**src/rtl/vga_rx_timing.sv**
```systemverilog
// Recovers raster timing from an incoming sync/blank/RGB stream, locks onto a stable
// line/frame geometry and re-emits active pixels tagged with their column and line.
module vga_rx_timing #(
  parameter bit HS_ACTIVE_LOW = 1'b1,
  parameter bit VS_ACTIVE_LOW = 1'b1
) (
  input  logic        clk,
  input  logic        rst,
  input  logic        hsync_in,
  input  logic        vsync_in,
  input  logic        blank_in,
  input  logic [7:0]  r_in,
  input  logic [7:0]  g_in,
  input  logic [7:0]  b_in,
  output logic        pix_valid,
  output logic [9:0]  pix_x,
  output logic [9:0]  pix_y,
  output logic [7:0]  pix_r,
  output logic [7:0]  pix_g,
  output logic [7:0]  pix_b,
  output logic        frame_start,
  output logic        locked,
  output logic [10:0] h_total,
  output logic [10:0] v_total,
  output logic [10:0] h_active,
  output logic        sync_err
);

  typedef enum logic [1:0] {SEARCH = 2'd0, MEASURE = 2'd1, VERIFY = 2'd2, LOCKED = 2'd3} state_e;

  localparam logic [10:0] CNT_MAX = 11'h7FF;

  // Syncs are normalised to "1 = asserted" before the input register.
  logic hsAsserted, vsAsserted;
  assign hsAsserted = HS_ACTIVE_LOW ? ~hsync_in : hsync_in;
  assign vsAsserted = VS_ACTIVE_LOW ? ~vsync_in : vsync_in;

  logic       hs_q, vs_q, hsDly_q, vsDly_q, blank_q;
  logic [7:0] r_q, g_q, b_q;

  always_ff @(posedge clk) begin
    if (rst) begin
      hs_q    <= 1'b0;
      vs_q    <= 1'b0;
      hsDly_q <= 1'b0;
      vsDly_q <= 1'b0;
      blank_q <= 1'b0;
      r_q     <= '0;
      g_q     <= '0;
      b_q     <= '0;
    end else begin
      hs_q    <= hsAsserted;
      vs_q    <= vsAsserted;
      hsDly_q <= hs_q;
      vsDly_q <= vs_q;
      blank_q <= blank_in;
      r_q     <= r_in;
      g_q     <= g_in;
      b_q     <= b_in;
    end
  end

  logic hsEdge, vsEdge;
  assign hsEdge = hs_q & ~hsDly_q;
  assign vsEdge = vs_q & ~vsDly_q;

  logic [10:0] hCnt_q, hCnt_d, xCnt_q, xCnt_d, yCnt_q, yCnt_d, lCnt_q, lCnt_d;
  logic [10:0] lastLen_q, lastLen_d, lastActive_q, lastActive_d;
  logic [10:0] xBase, vCand, lenNow, activeNow;
  logic [11:0] lineLen;
  logic        hSat, lineHadActive;

  // A coincident hsync edge still closes the old frame's last line, so it is
  // folded into the line count before vsync restarts it.
  always_comb begin
    hSat          = (hCnt_q == CNT_MAX);
    lineLen       = {1'b0, hCnt_q} + 12'd1;
    lineHadActive = (xCnt_q != 11'd0);
    hCnt_d        = hsEdge ? 11'd0 : (hSat ? hCnt_q : hCnt_q + 11'd1);
    xBase         = hsEdge ? 11'd0 : xCnt_q;
    xCnt_d        = xBase;
    if (blank_q && (xBase != CNT_MAX)) begin
      xCnt_d = xBase + 11'd1;
    end
    yCnt_d = yCnt_q;
    if (vsEdge) begin
      yCnt_d = 11'd0;
    end else if (hsEdge && lineHadActive && (yCnt_q != CNT_MAX)) begin
      yCnt_d = yCnt_q + 11'd1;
    end
    vCand = (hsEdge && (lCnt_q != CNT_MAX)) ? lCnt_q + 11'd1 : lCnt_q;
    lCnt_d = vsEdge ? 11'd0 : vCand;
    lenNow       = hsEdge ? lineLen[10:0] : lastLen_q;
    activeNow    = (hsEdge && lineHadActive) ? xCnt_q : lastActive_q;
    lastLen_d    = lenNow;
    lastActive_d = activeNow;
  end

  always_ff @(posedge clk) begin
    if (rst) begin
      hCnt_q       <= '0;
      xCnt_q       <= '0;
      yCnt_q       <= '0;
      lCnt_q       <= '0;
      lastLen_q    <= '0;
      lastActive_q <= '0;
    end else begin
      hCnt_q       <= hCnt_d;
      xCnt_q       <= xCnt_d;
      yCnt_q       <= yCnt_d;
      lCnt_q       <= lCnt_d;
      lastLen_q    <= lastLen_d;
      lastActive_q <= lastActive_d;
    end
  end

  state_e state_q, state_d;
  logic   geomMatch, lockLost;

  always_ff @(posedge clk) begin
    if (rst) begin
      state_q <= SEARCH;
    end else begin
      state_q <= state_d;
    end
  end

  logic [10:0] hTotal_q, vTotal_q, hActive_q;

  always_comb begin
    geomMatch = (lenNow == hTotal_q) && (activeNow == hActive_q) && (vCand == vTotal_q);
    lockLost  = hSat || (hsEdge && (lineLen != {1'b0, hTotal_q})) || (vsEdge && (vCand != vTotal_q));
    state_d   = state_q;
    unique case (state_q)
      SEARCH:  if (vsEdge) state_d = MEASURE;
      MEASURE: begin
        if (hSat) state_d = SEARCH;
        else if (vsEdge) state_d = VERIFY;
      end
      VERIFY: begin
        if (hSat) state_d = SEARCH;
        else if (vsEdge && geomMatch) state_d = LOCKED;
      end
      LOCKED:  if (lockLost) state_d = SEARCH;
      default: state_d = SEARCH;
    endcase
  end

  logic syncErrNow, captureEn, pixNow;

  // A VERIFY frame that did not promote to LOCKED recaptures the new geometry.
  always_comb begin
    locked     = (state_q == LOCKED);
    syncErrNow = (state_q == LOCKED) && (state_d == SEARCH);
    captureEn  = vsEdge && (state_d == VERIFY) && ((state_q == MEASURE) || (state_q == VERIFY));
    pixNow     = (state_q == LOCKED) && blank_q;
  end

  logic        p2Valid_q, pixValid_q, frameStart_q, syncErr_q;
  logic [9:0]  p2X_q, p2Y_q, pixX_q, pixY_q;
  logic [7:0]  p2R_q, p2G_q, p2B_q, pixR_q, pixG_q, pixB_q;

  always_ff @(posedge clk) begin
    if (rst) begin
      hTotal_q     <= '0;
      vTotal_q     <= '0;
      hActive_q    <= '0;
      p2Valid_q    <= 1'b0;
      p2X_q        <= '0;
      p2Y_q        <= '0;
      p2R_q        <= '0;
      p2G_q        <= '0;
      p2B_q        <= '0;
      pixValid_q   <= 1'b0;
      pixX_q       <= '0;
      pixY_q       <= '0;
      pixR_q       <= '0;
      pixG_q       <= '0;
      pixB_q       <= '0;
      frameStart_q <= 1'b0;
      syncErr_q    <= 1'b0;
    end else begin
      if (captureEn) begin
        hTotal_q  <= lenNow;
        vTotal_q  <= vCand;
        hActive_q <= activeNow;
      end
      p2Valid_q    <= pixNow;
      p2X_q        <= xBase[9:0];
      p2Y_q        <= yCnt_d[9:0];
      p2R_q        <= r_q;
      p2G_q        <= g_q;
      p2B_q        <= b_q;
      pixValid_q   <= p2Valid_q;
      frameStart_q <= vsEdge;
      syncErr_q    <= syncErrNow;
      if (p2Valid_q) begin
        pixX_q <= p2X_q;
        pixY_q <= p2Y_q;
        pixR_q <= p2R_q;
        pixG_q <= p2G_q;
        pixB_q <= p2B_q;
      end
    end
  end

  assign pix_valid   = pixValid_q;
  assign pix_x       = pixX_q;
  assign pix_y       = pixY_q;
  assign pix_r       = pixR_q;
  assign pix_g       = pixG_q;
  assign pix_b       = pixB_q;
  assign frame_start = frameStart_q;
  assign sync_err    = syncErr_q;
  assign h_total     = hTotal_q;
  assign v_total     = vTotal_q;
  assign h_active    = hActive_q;

endmodule

```
**config.mk**
```make
export PLATFORM = sky130hd
export DESIGN_NAME = vga_rx_timing
export DESIGN_NICKNAME = d
export VERILOG_FILES = /design/src/rtl/vga_rx_timing.sv
export SDC_FILE = /design/constraint.sdc
export NUM_CORES = 1
export LEC_CHECK = 0
export CAP_MARGIN = 40
export CORE_MARGIN = 5
export CORE_UTILIZATION = 60
export DETAILED_ROUTE_END_ITERATION = 8
export PLACE_DENSITY_LB_ADDON = 0.25
export SLEW_MARGIN = 20
export SYNTH_ARGS = -nofsm -noshare
export SYNTH_HDL_FRONTEND = slang
export SYNTH_SLANG_ARGS = --single-unit
```
**constraint.sdc**
```tcl
create_clock -name clk -period 4.9 [get_ports clk]
set_input_delay 0.98 -clock clk [delete_from_list [all_inputs] [get_ports clk]]
set_output_delay 0.98 -clock clk [all_outputs]
set_load 0.02 [all_outputs]
```
# ---- After elaboration in Yosys (flattened, before gate mapping)
# Cells that the tools add are included.
dict set report classes {
  add_sub_neg 5
  eq_ne 13
  n_mux 13
  bitwise 6
  reduce_logical 21
}
# cell count
set ops {}
lappend ops {{two-way mux 11 bit} 5}
lappend ops {{adder 11 x 1 -> 11 bit (second input constant)} 4}
lappend ops {{equality test 11 bit} 3}
lappend ops {{!= test 11 bit (second input constant)} 3}
lappend ops {{logical AND 1 bit} 13}
lappend ops {{adder 11 x 1 -> 12 bit (second input constant)} 1}
lappend ops {{two-way mux 2 bit} 6}
lappend ops {{!= test 12 x 11 -> 1 bit} 1}
lappend ops {{equality test 11 bit (second input constant)} 1}
lappend ops {{!= test 11 bit} 1}
lappend ops {{nonzero test 11 bit} 1}
lappend ops {{two-way mux 10 bit} 1}
lappend ops {{case mux 2 bit (4 select lines)} 1}
lappend ops {{equality test 2 bit (second input constant)} 3}
lappend ops {{zero test 2 bit} 2}
lappend ops {{inverter 1 bit} 4}
lappend ops {{OR reduction 2 bit} 2}
lappend ops {{logical OR 1 bit} 3}
lappend ops {{bitwise AND 1 bit} 2}
lappend ops {{equality test 2 x 1 -> 1 bit (second input constant)} 1}
dict set report word_totals {
  reg_bits 212
  out_inout_bits 81
  wordCells 90
}

# ---- Logic depth before layout (Yosys ltp)
dict set report logic_depth {
  depth_word 14
  depth_mapped 15
  mapped_depth_nobuf 11
}

# ---- Least setup slack after synthesis
# No wires, ideal clock.
dict set report synth_timing {
  kind {register to register}
  startpoint {reg lCnt_q[0]}
  endpoint {reg hActive_q[10], in the netlist h_active[10]}
  arrival_time_ps 3154
  required_ps 4779
  path_slack_ps 1625
  stages_incl_launch_ff 13
  synth_period_minus_slack_ps 3275
  path_cell_list {dfxtp_1 > ha_1 > nand4_1 > or3_1 > nand4_1 > o211ai_1 > nor4_1 > or4b_1 > a2111o_1 > nand2_2 > nand2_2 > buf_6 > mux2_4}
}
dict set report synth_via {
  elab_chain_len 12
  word_cells_on_any_way 17
}
# item line
set synth_lines {}
lappend synth_lines {{from (decl)} 67} ;# logic [10:0] hCnt_q, hCnt_d, xCnt_q, xCnt_d, yCnt_q, yCnt_d, lCnt_q, lCnt_d;
lappend synth_lines {{from (signal assigned)} 111} ;# lCnt_q <= lCnt_d;
lappend synth_lines {{parallel branches: the longest is 2 deep, another holds adder 11 x 1 -> 11 bit} -}
lappend synth_lines {{two-way mux 11 bit (*)} 91} ;# vCand = (hsEdge && (lCnt_q != CNT_MAX)) ? lCnt_q + 11'd1 : lCnt_q;
lappend synth_lines {{equality test 11 bit} 131} ;# geomMatch = (lenNow == hTotal_q) && (activeNow == hActive_q) && (vCand == vTotal_q);
lappend synth_lines {{logical AND 1 bit} 131}
lappend synth_lines {{logical AND 1 bit} 142} ;# else if (vsEdge && geomMatch) state_d = LOCKED;
lappend synth_lines {{two-way mux 2 bit} 142}
lappend synth_lines {{two-way mux 2 bit} 141} ;# if (hSat) state_d = SEARCH;
lappend synth_lines {{case mux 2 bit (4 select lines) (*)} 134} ;# unique case (state_q)
lappend synth_lines {{equality test 2 bit (*)} 155} ;# captureEn = vsEdge && (state_d == VERIFY) && ((state_q == MEASURE) || (state_q == VERIFY));
lappend synth_lines {{logical AND 1 bit (*) (2 in a row)} 155}
lappend synth_lines {{to (signal assigned)} 186} ;# hActive_q <= activeNow;
lappend synth_lines {{to (decl)} 128} ;# logic [10:0] hTotal_q, vTotal_q, hActive_q;
# Every way passes the cells marked *.
# A chain may end at the register's enable or synchronous reset.

# ---- Worst setup path in the final report
dict set report layout_timing {
  startpoint {reg lCnt_q[1]}
  endpoint {reg hTotal_q[0], in the netlist h_total[0]}
}
dict set report layout_via {
  elab_chain_len 12
  word_cells_on_any_way 17
}
# item line
set layout_lines {}
lappend layout_lines {{parallel branches: the longest is 2 deep, another holds adder 11 x 1 -> 11 bit} -}
lappend layout_lines {{two-way mux 11 bit (*)} 91}
lappend layout_lines {{equality test 11 bit} 131}
lappend layout_lines {{logical AND 1 bit} 131}
lappend layout_lines {{logical AND 1 bit} 142}
lappend layout_lines {{two-way mux 2 bit} 142}
lappend layout_lines {{two-way mux 2 bit} 141}
lappend layout_lines {{case mux 2 bit (4 select lines) (*)} 134}
lappend layout_lines {{equality test 2 bit (*)} 155}
lappend layout_lines {{logical AND 1 bit (*) (2 in a row)} 155}
lappend layout_lines {{to (signal assigned)} 184} ;# hTotal_q <= lenNow;
lappend layout_lines {{to (decl)} 128}
# Marks and branches as above.

==> parameters.txt <==
Parameter                              Value

Run status
  Result of the run ... complete, no violations

Clock tree
  # Post-CTS Setup Buffers ... 0
  Clock Sinks ... 212
  Buffer levels on the longest clock path ... 3
  Clock latency of the later-clocked register in the worst-skew pair ... approximately 0.5 ns
  Number of buffers added to fix hold violations after cts ... 0
  Cell chosen for the clock root ... clkbuf_16
  Number of cells upsized or downsized after cts ... 0
  Clock slew at reported path FFs ... 0.06 ns
  Clock tree from TritonCTS ... yes
  Number of H-tree branching levels ... 1
  Number of CTS-inserted buffers ... 22

Drt
  Starting DRC count in detailed routing ... 490
  Met2 wire len ... 9980 um
  Total wire length after detailed routing ... 21300 um
  Total DRC errors in the routed layout ... 0
  WL per Instance ... between 15 and 20 um
  Number of iterations in the first detailed-routing pass ... 5
  DR vias/cell ... between 5 and 6
  Met1 routed wirelength after detailed routing ... 9560 um
  Number of nets with antenna violations after detailed routing ... 0
  Total via count in the routed design ... a little over 7k
  Top metal layer carrying routed signals ... met4
  Met3 Routed Length ... about 1300 um

Timing
  Ratio of final minimum period to clock period ... 89.8%
  Total count of hold-check failures in the final report ... 0
  Time the worst path needs with I/O delays and setup ... ~4.4 ns
  Post-route clock skew ... just under 0.009 ns
  Final-layout setup total negative slack ... 0 ns
  Max Slew Vio Count ... 0
  Crit path setup slack, layout ... 0.498 ns
  Final setup fails ... 0
  Max Freq ... 227 MHz
  Relative max-transition margin ... around 46%
  Setup repair after global routing missed its margin ... no
  Worst Tran Pin Value ... 0.803 ns

Placed design
  Post-placement setup slack ... between 0.5 and 0.6 ns
  Instance count after placement with tap cells included ... 1217
  Half-perimeter wire length of the detailed placement result ... 14600 um
  Count of buffers inserted at the top-level ports ... about 110
  Instance area at placement ... 10300 um^2
  Final RePlAce weighted congestion ... 0.926

Power
  Combinational share of power ... 4.7%
  IR drop worst, VDD ... 0.275 mV
  Sequential share of power ... 51.0%
  Switching power ... ~0.76 mW
  Switch share ... 21.8%
  Design internal power ... 2.71 mW
  Power per cell area ... 316 nW/um^2
  Clock Power Share ... 44.3%
  Tot Pwr ... 3.47 mW
  Leak Pwr ... 4.06 nW

Yosys
  Synth Flop Type ... dfxtp_1
  Number of enable flip-flop cells after synthesis ... 0
  Cell area after technology mapping ... between 9000 and 10000 um^2
  Asr flop ratio synth ... 0%
  Syn Nets ... 1010
  Seq cells post-synth ... 212
  Cell count after synthesis ... 973
  Yosys synthesis warning count ... 0
  Sequential fraction of the synthesis area ... 46.3%
  Cell variety after synth ... 73
  Cell types with the largest area share after synthesis ... dfxtp_1 (46%), mux2i_1 (6.1%), nor2b_1 (5.4%)
  Cell type contributing the most total cell area after synthesis ... dfxtp_1
  Syn avg cell area ... 9.42 um^2
  Share of the synthesized area in the top cell type ... 46.3%
  Most common cell in the netlist ... dfxtp_1
  Most common library cells after synthesis ... dfxtp_1 (212), nor2_1 (120), nor2b_1 (79), mux2i_1 (56), nand2_1 (43)

Cells and area
  Layout-stage area growth over the synthesis result ... 19.7%
  Final Instance Count excl. Fillers ... 1257
  Fraction of final layout cells with drive strength greater than 1 ... 7.86%
  Cell area after layout ... 11000 um^2
  Number of nets in the layout ... around 1.1k
  Filler instances ... 1162
  Antenna diodes ... 0

Setup path
  Kind of end point of the critical path ... flop
  Library cell contributing the largest single delay on the critical path ... or4b_1
  Required time reported for the critical path endpoint ... 5.28 ns
  Most used cell, CP ... nand2_2
  Highest cell delay on the worst timing path ... between 0.5 and 0.6 ns
  Sort of element at the start of the critical path ... flop
  Critical Setup Path Class ... reg2reg
  Critical Path, Cell by Cell ... ha_1 -> nand4_1 -> nor3_4 -> o21ai_1 -> a21oi_1 -> o2111ai_1 -> or4b_1 -> a2111o_1 -> nand2_2 -> nand2_2 -> mux2_1
  Arrival time of data at the critical path endpoint ... 4.79 ns
  Highest fanout seen on the critical path ... 22

Floorplan
  Placeable core region ... between 15000 and 20000 um^2
  Starting Density ... around three fifths
  Horizontal die dimension ... 134 um
  Die Area ... 17900 um^2
  Floorplan row count ... 45
  Height of the die ... 134 um
  IO Pins ... 110

Job
  Max_cap viols ... 0

Worst hold path
  Worst Hold Class ... reg2reg

Global route
  Global-route wire length before repair ... 34500 um
  Largest net degree at the start of global routing ... 78
  Number of global-route vias before repair ... 6850
  Global routing usage summed across all routing layers ... 23.2%
  Gr ovfl total ... 0
  Number of antenna violations at the first check in global routing ... 0
==> power groups by stage <==
stage	combinational, mW	sequential, mW	clock (mW)
after CTS	0.159	1.77	1.57
after floorplan	0.109	1.80	0
final	0.163	1.77	1.54
after global routing	0.179	1.77	1.65
after global placement	0.156	1.81	0
after detailed placement	0.157	1.81	0
==> critical path, delay by kind of cell (launching register included) <==
| family | cells | cell delay [ns] |
|---|---|---|
| flip-flops | 1 | 0.50 |
| multiplexers | 1 | 0.50 |
| adder cells (fa/ha/maj) | 1 | 0.36 |
| AO/OA/AOI/OAI | 4 | 0.99 |
| AND/OR/NAND/NOR | 5 | 1.93 |
==> path summary, 6_finish.rpt <==
check / slack, ns / to / start / cells past startpoint
max: 0.50 / h_total[0] / lCnt_q[1] / 11
min: 0.43 / p2G_q[1] / g_q[1] / 1
max reg2reg: 0.50 / h_total[0] / lCnt_q[1] / 11
min reg2reg: 0.43 / p2G_q[1] / g_q[1] / 1
==> registers in the layout (all words and copies together) (netlist names), 10 cells and up <==
register / cells
pix_x: 10
lCnt_q: 11
hCnt_q: 11
pix_y: 10
h_total: 11
lastLen_q: 11
v_total: 11
lastActive_q: 11
h_active: 11
xCnt_q: 11
p2X_q: 10
p2Y_q: 10
==> metrics by stage <==
step	utilization, %	hold slack [ns]
floorplan	-	0.406
global placement	68.1	0.416
detailed placement	68.1	0.422
CTS	72.6	0.435
global route	72.8	0.457
finish	72.8	0.433
==> routing by layer <==
metal  GRT usage (%)  vias up
li1                -     3542
met1            31.2     3394
met2            38.8      219
met3            4.15       38
met4            5.83        0
met5               0        -
==> logic make-up after synthesis <==
logic type                 synth area share [%]
adders and majority gates                  1.09
DFF                                        46.3
buffers and inverters                      4.01
and+or+nand+nor                            22.6
AOI/OAI and AO/OA                          10.5
xor gates and xnor gates                   5.72
muxes                                      9.72
==> cell usage in the layout (no fill, tap or decap), types with 7 or more instances in the layout <==
master / netlist / final
a211oi_1: 12 / 12
a21oi_1: 36 / 36
a31oi_1: 8 / 8
and2_1: 9 / 9
and3_1: 15 / 15
buf_4: 2 / 9
clkbuf_16: 0 / 22
clkdlybuf4s50_1: 0 / 108
dfxtp_1: 212 / 211
ha_1: 8 / 8
inv_1: 23 / 23
mux2_4: 19 / 19
mux2i_1: 56 / 56
nand2_1: 43 / 43
nand2b_1: 9 / 9
nand3_1: 23 / 23
nand4_1: 20 / 20
nor2_1: 120 / 120
nor2b_1: 79 / 78
nor3_1: 22 / 22
nor4_1: 7 / 7
o21ai_0: 22 / 22
or3_1: 15 / 15
xnor2_1: 39 / 39
xor2_1: 13 / 13
==> layout make-up <==
cell class | instances | area (um^2) | share of cell area [%]
clock buffer | 30 | 621 | 5.65
clock inverter | 8 | 53.8 | 0.490
inverter | 23 | 86.3 | 0.786
multi-input combinational | 677 | 4560 | 41.5
sequential | 212 | 4250 | 38.7
tap | 188 | 235 | 2.14
timing repair buffer | 119 | 1180 | 10.7
(Power assumes the default switching activity.)
==> RTL change 1 (same flow settings) <==
`r_q`, `g_q` and `b_q` no longer have a reset.
--- a/src/rtl/vga_rx_timing.sv
+++ b/src/rtl/vga_rx_timing.sv
@@ -47,5 +47,2 @@
       blank_q <= 1'b0;
-      r_q     <= '0;
-      g_q     <= '0;
-      b_q     <= '0;
     end else begin
@@ -56,6 +53,9 @@
       blank_q <= blank_in;
-      r_q     <= r_in;
-      g_q     <= g_in;
-      b_q     <= b_in;
-    end
+    end
+  end
+
+  always_ff @(posedge clk) begin
+    r_q <= r_in;
+    g_q <= g_in;
+    b_q <= b_in;
   end
Check against the original RTL: same outputs for any inputs over 10 cycles, from zero or initial values and one cycle with rst high; that may be too few to reach the edited logic, so the function may still have changed.
==> RTL change 1 against the unedited design <==
- total power rose by 0.81%
- worst setup slack got worse by 210 ps
- synthesized area fell by 5.0%
- design area fell by 3.6%
- sequential share of layout area rose by 1.5 points
- clock power rose by 3%
- sequential power barely moved
- die area fell by 4.7%
- synthesized cell count fell by 6.6%
- utilization rose by 0.87 points
- sequential cell count did not move
- routed wire length fell by 1.7%
- largest cell class is now flip-flops and latches
==> RTL change 1: results <==
[grt]
track_usage = 0.244
grt_start_max_net_pins = 69
grt_pass1_vias = 6689
antenna_found_initial = 1

[finish]
n_fill_cell = 1058
drive_gt1_frac = 0.0709
finalNetCount = 1038

[timing]
clock_skew_ps = 8.03
tightest_slew_ps = 800

[logic_synthesis]
avgSynthCellArea_um2 = 9.58
synth_cell_types = 69
synthXorXnorAreaFrac = 0.0642
syn_nets = 946
synth.area.top_cells = dfxtp_1 49%, mux2i_1 6.1%, nor2_1 5.3%
synth-adder-area-share = 0.0115
synthTopCellsByCount = 212 x dfxtp_1, 124 x nor2_1, 53 x mux2i_1
synth_compound_area_frac = 0.114
ys_seq_area_frac = 0.487

[hold_path]
worstHoldStart = g_q[3]
hold_end = p2G_q[3]

[power_and_ir_drop]
p_leak_uw = 0.00389

[detailed_routing]
wl_per_cell_um = 17.4
routed_wirelength_um = 20900
wl_met3_um = 1350
drt_iter0_drc = 466
vias = 6897
top_layer = met5
wl_met2_um = 9970

[place]
place.gp.congestion = 0.911
place_area_um2 = 9870
dp.cells = 1160
dp_hpwl_um = 14400

[outcome]
outcome = finished, final reports clean

[worst_setup_path]
r2r-end = h_total[1]
cp.arrival_ps = 4990
regToRegSetupSlack_ps = 290
crit_fanout = 25
rr_startpoint = lCnt_q[0]
[RTL change 1: cell count changes after synthesis, moves of 5 or more]
cell / delta
mux2_4: -8
xnor2_1: -6
xor2_1: +5
buf_2: -5
clkbuf_1: -5
nor3_1: -11
nand4_1: -7
nor2b_1: -38
and4_1: +6
and3_1: +9
[RTL change 1: routing by layer]
metal  track usage  vias to the layer above
li1              -                     3371
met1         0.331                     3249
met2         0.402                      231
met3        0.0370                       44
met4        0.0786                        2
met5             0                        -
[RTL change 1: kinds of logic after synthesis]
kind of cell / count (synthesis)
simple gates: 346
flops: 212
compound gates: 147
buf+inv: 70
mux: 70
xor+xnor: 56
fa+ha+maj: 8
[RTL change 1: power by group through the flow]
stage / registers [uW] / clock network (uW) / logic, uW
floorplan: 1810 / 0 / 95.2
global placement: 1810 / 0 / 142
detailed placement: 1810 / 0 / 144
CTS: 1770 / 1590 / 146
global route: 1780 / 1670 / 162
finish: 1770 / 1580 / 148
[RTL change 1: through the flow]
step / setup slack (ps) / util / total power, uW
after global routing: 109 / 0.736 / 3610
final: 293 / 0.736 / 3500
after CTS: 316 / 0.735 / 3510
after detailed placement: 358 / 0.687 / 1960
after floorplan: 780 / - / 1900
after global placement: 404 / 0.687 / 1950
[RTL change 1: final cells by class]
type	count	share of cell area
Timing Repair Buffer	117	0.109
Tap cell	184	0.0218
Clock buffer	35	0.0623
Inverter	21	0.00745
Multi-Input combinational cell	627	0.395
Sequential cell	212	0.401
Clock inverter	4	0.00319
Antenna cell	1	0.000237
[RTL change 1: worst max path at each step]
stage                          from          end  slack, ps
after floorplan           lCnt_q[0]  h_active[0]        780
after global placement    lCnt_q[0]   h_total[2]        400
after detailed placement  lCnt_q[0]   h_total[2]        360
after CTS                 lCnt_q[0]   h_total[1]        320
after global routing      lCnt_q[0]   h_total[1]        110
final                     lCnt_q[0]   h_total[1]        290
==> RTL change 2 (config.mk and constraints unchanged) <==
Without the edit above. `CNT_MAX`: 11'h7FF -> 11'h3FF.
--- a/src/rtl/vga_rx_timing.sv
+++ b/src/rtl/vga_rx_timing.sv
@@ -30,3 +30,3 @@
 
-  localparam logic [10:0] CNT_MAX = 11'h7FF;
+  localparam logic [10:0] CNT_MAX = 11'h3FF;
 
Formal check against the unedited RTL: same outputs for any inputs over 10 cycles, from zero or initial values and one cycle with rst high; that may be too few to reach the edited logic, so the function may still have changed.
==> RTL change 2 against the unedited design <==
- first-iteration DRC count is 3.5% higher
- routed wire length is 5.0% lower
- worst setup slack better by 320 ps
- sequential cell count stayed put
- critical path depth stayed put
- design area is 0.16% lower
- critical endpoint is now h_total[3]
- critical path type unchanged
- synthesized area is 0.64% lower
- total power is 2.4% higher
- highest routed layer unchanged
==> RTL change 2: results <==
[outcome]
outcome = finished, final reports clean

[power_and_ir_drop]
p_leak_uw = 0.00413
peakVddDrop_v = 0.000236
p_int_uw = 2790
p_seq_frac = 0.499
pwr-share-comb = 0.044

[worst_setup_path]
worstSetupStartpointType = flop
regToRegSetupSlack_ps = 820
rr_startpoint = hCnt_q[0]
r2r-end = h_total[3]
cpPeakStageDelay_ps = 660
crit_fanout = 19
cp.required_ps = 5290

[logic_synthesis]
synth_top_area_frac = 0.466
ys_seq_area_frac = 0.466
muxShareOfSynthArea = 0.116
postSynthCellCount = 934
synth.area.top_cells = dfxtp_1 47%, mux2i_1 6.2%, nor2b_1 6.0%
synthTopCellsByCount = 212 x dfxtp_1, 123 x nor2_1, 88 x nor2b_1
synthXorXnorAreaFrac = 0.0658
syn_nets = 971
synth-adder-area-share = 0.0110

[detailed_routing]
routed_wirelength_um = 20200
wl_per_cell_um = 16.5
viasPerCell = 5.54
drt_iter0_drc = 507
met1_length_um = 9280
wl_met2_um = 9490
wl_met3_um = 1030

[grt]
use_met1 = 0.306
use_met3 = 0.0359
grt_pass1_wl_um = 33000
use_met2 = 0.363
grt_start_max_net_pins = 84
grt_pass1_vias = 6487

[place]
place.gp.congestion = 0.914
place_area_um2 = 10200
dp_hpwl_um = 13600
dpl_worst_slack_ps = 865

[hold_path]
hold_end = frame_start
worstHoldStart = vsDly_q

[finish]
drive_gt1_frac = 0.0830

[timing]
tightest_slew_ps = 856
timing.hold.ws_ps = 416
final.period_utilization = 0.833

[die]
core_um2 = 15000
[RTL change 2: cell types whose count changed in the layout (fill, tap and decap cells not counted), moves of 5 or more]
cell | unedited run | this run
nor2b_1 | 78 | 87
or3_1 | 15 | 6
xnor2_1 | 39 | 32
and2_1 | 9 | 17
a21oi_1 | 36 | 27
o21a_1 | 6 | 0
nand4_1 | 20 | 7
nand2_1 | 43 | 29
clkinv_2 | 6 | 1
and4_1 | 1 | 6
mux2_4 | 19 | 30
and3_1 | 15 | 10
xor2_1 | 13 | 32
[RTL change 2: cell type report]
| type | instances | area [um2] |
|---|---|---|
| flip-flops and latches | 212 | 4250 |
| well taps | 188 | 235 |
| repair buffers | 119 | 1190 |
| multi-input cells | 647 | 4510 |
| inverters | 19 | 71.3 |
| clock inverters | 4 | 58.8 |
| fillers | 1136 | 4070 |
| clock buffers | 35 | 649 |
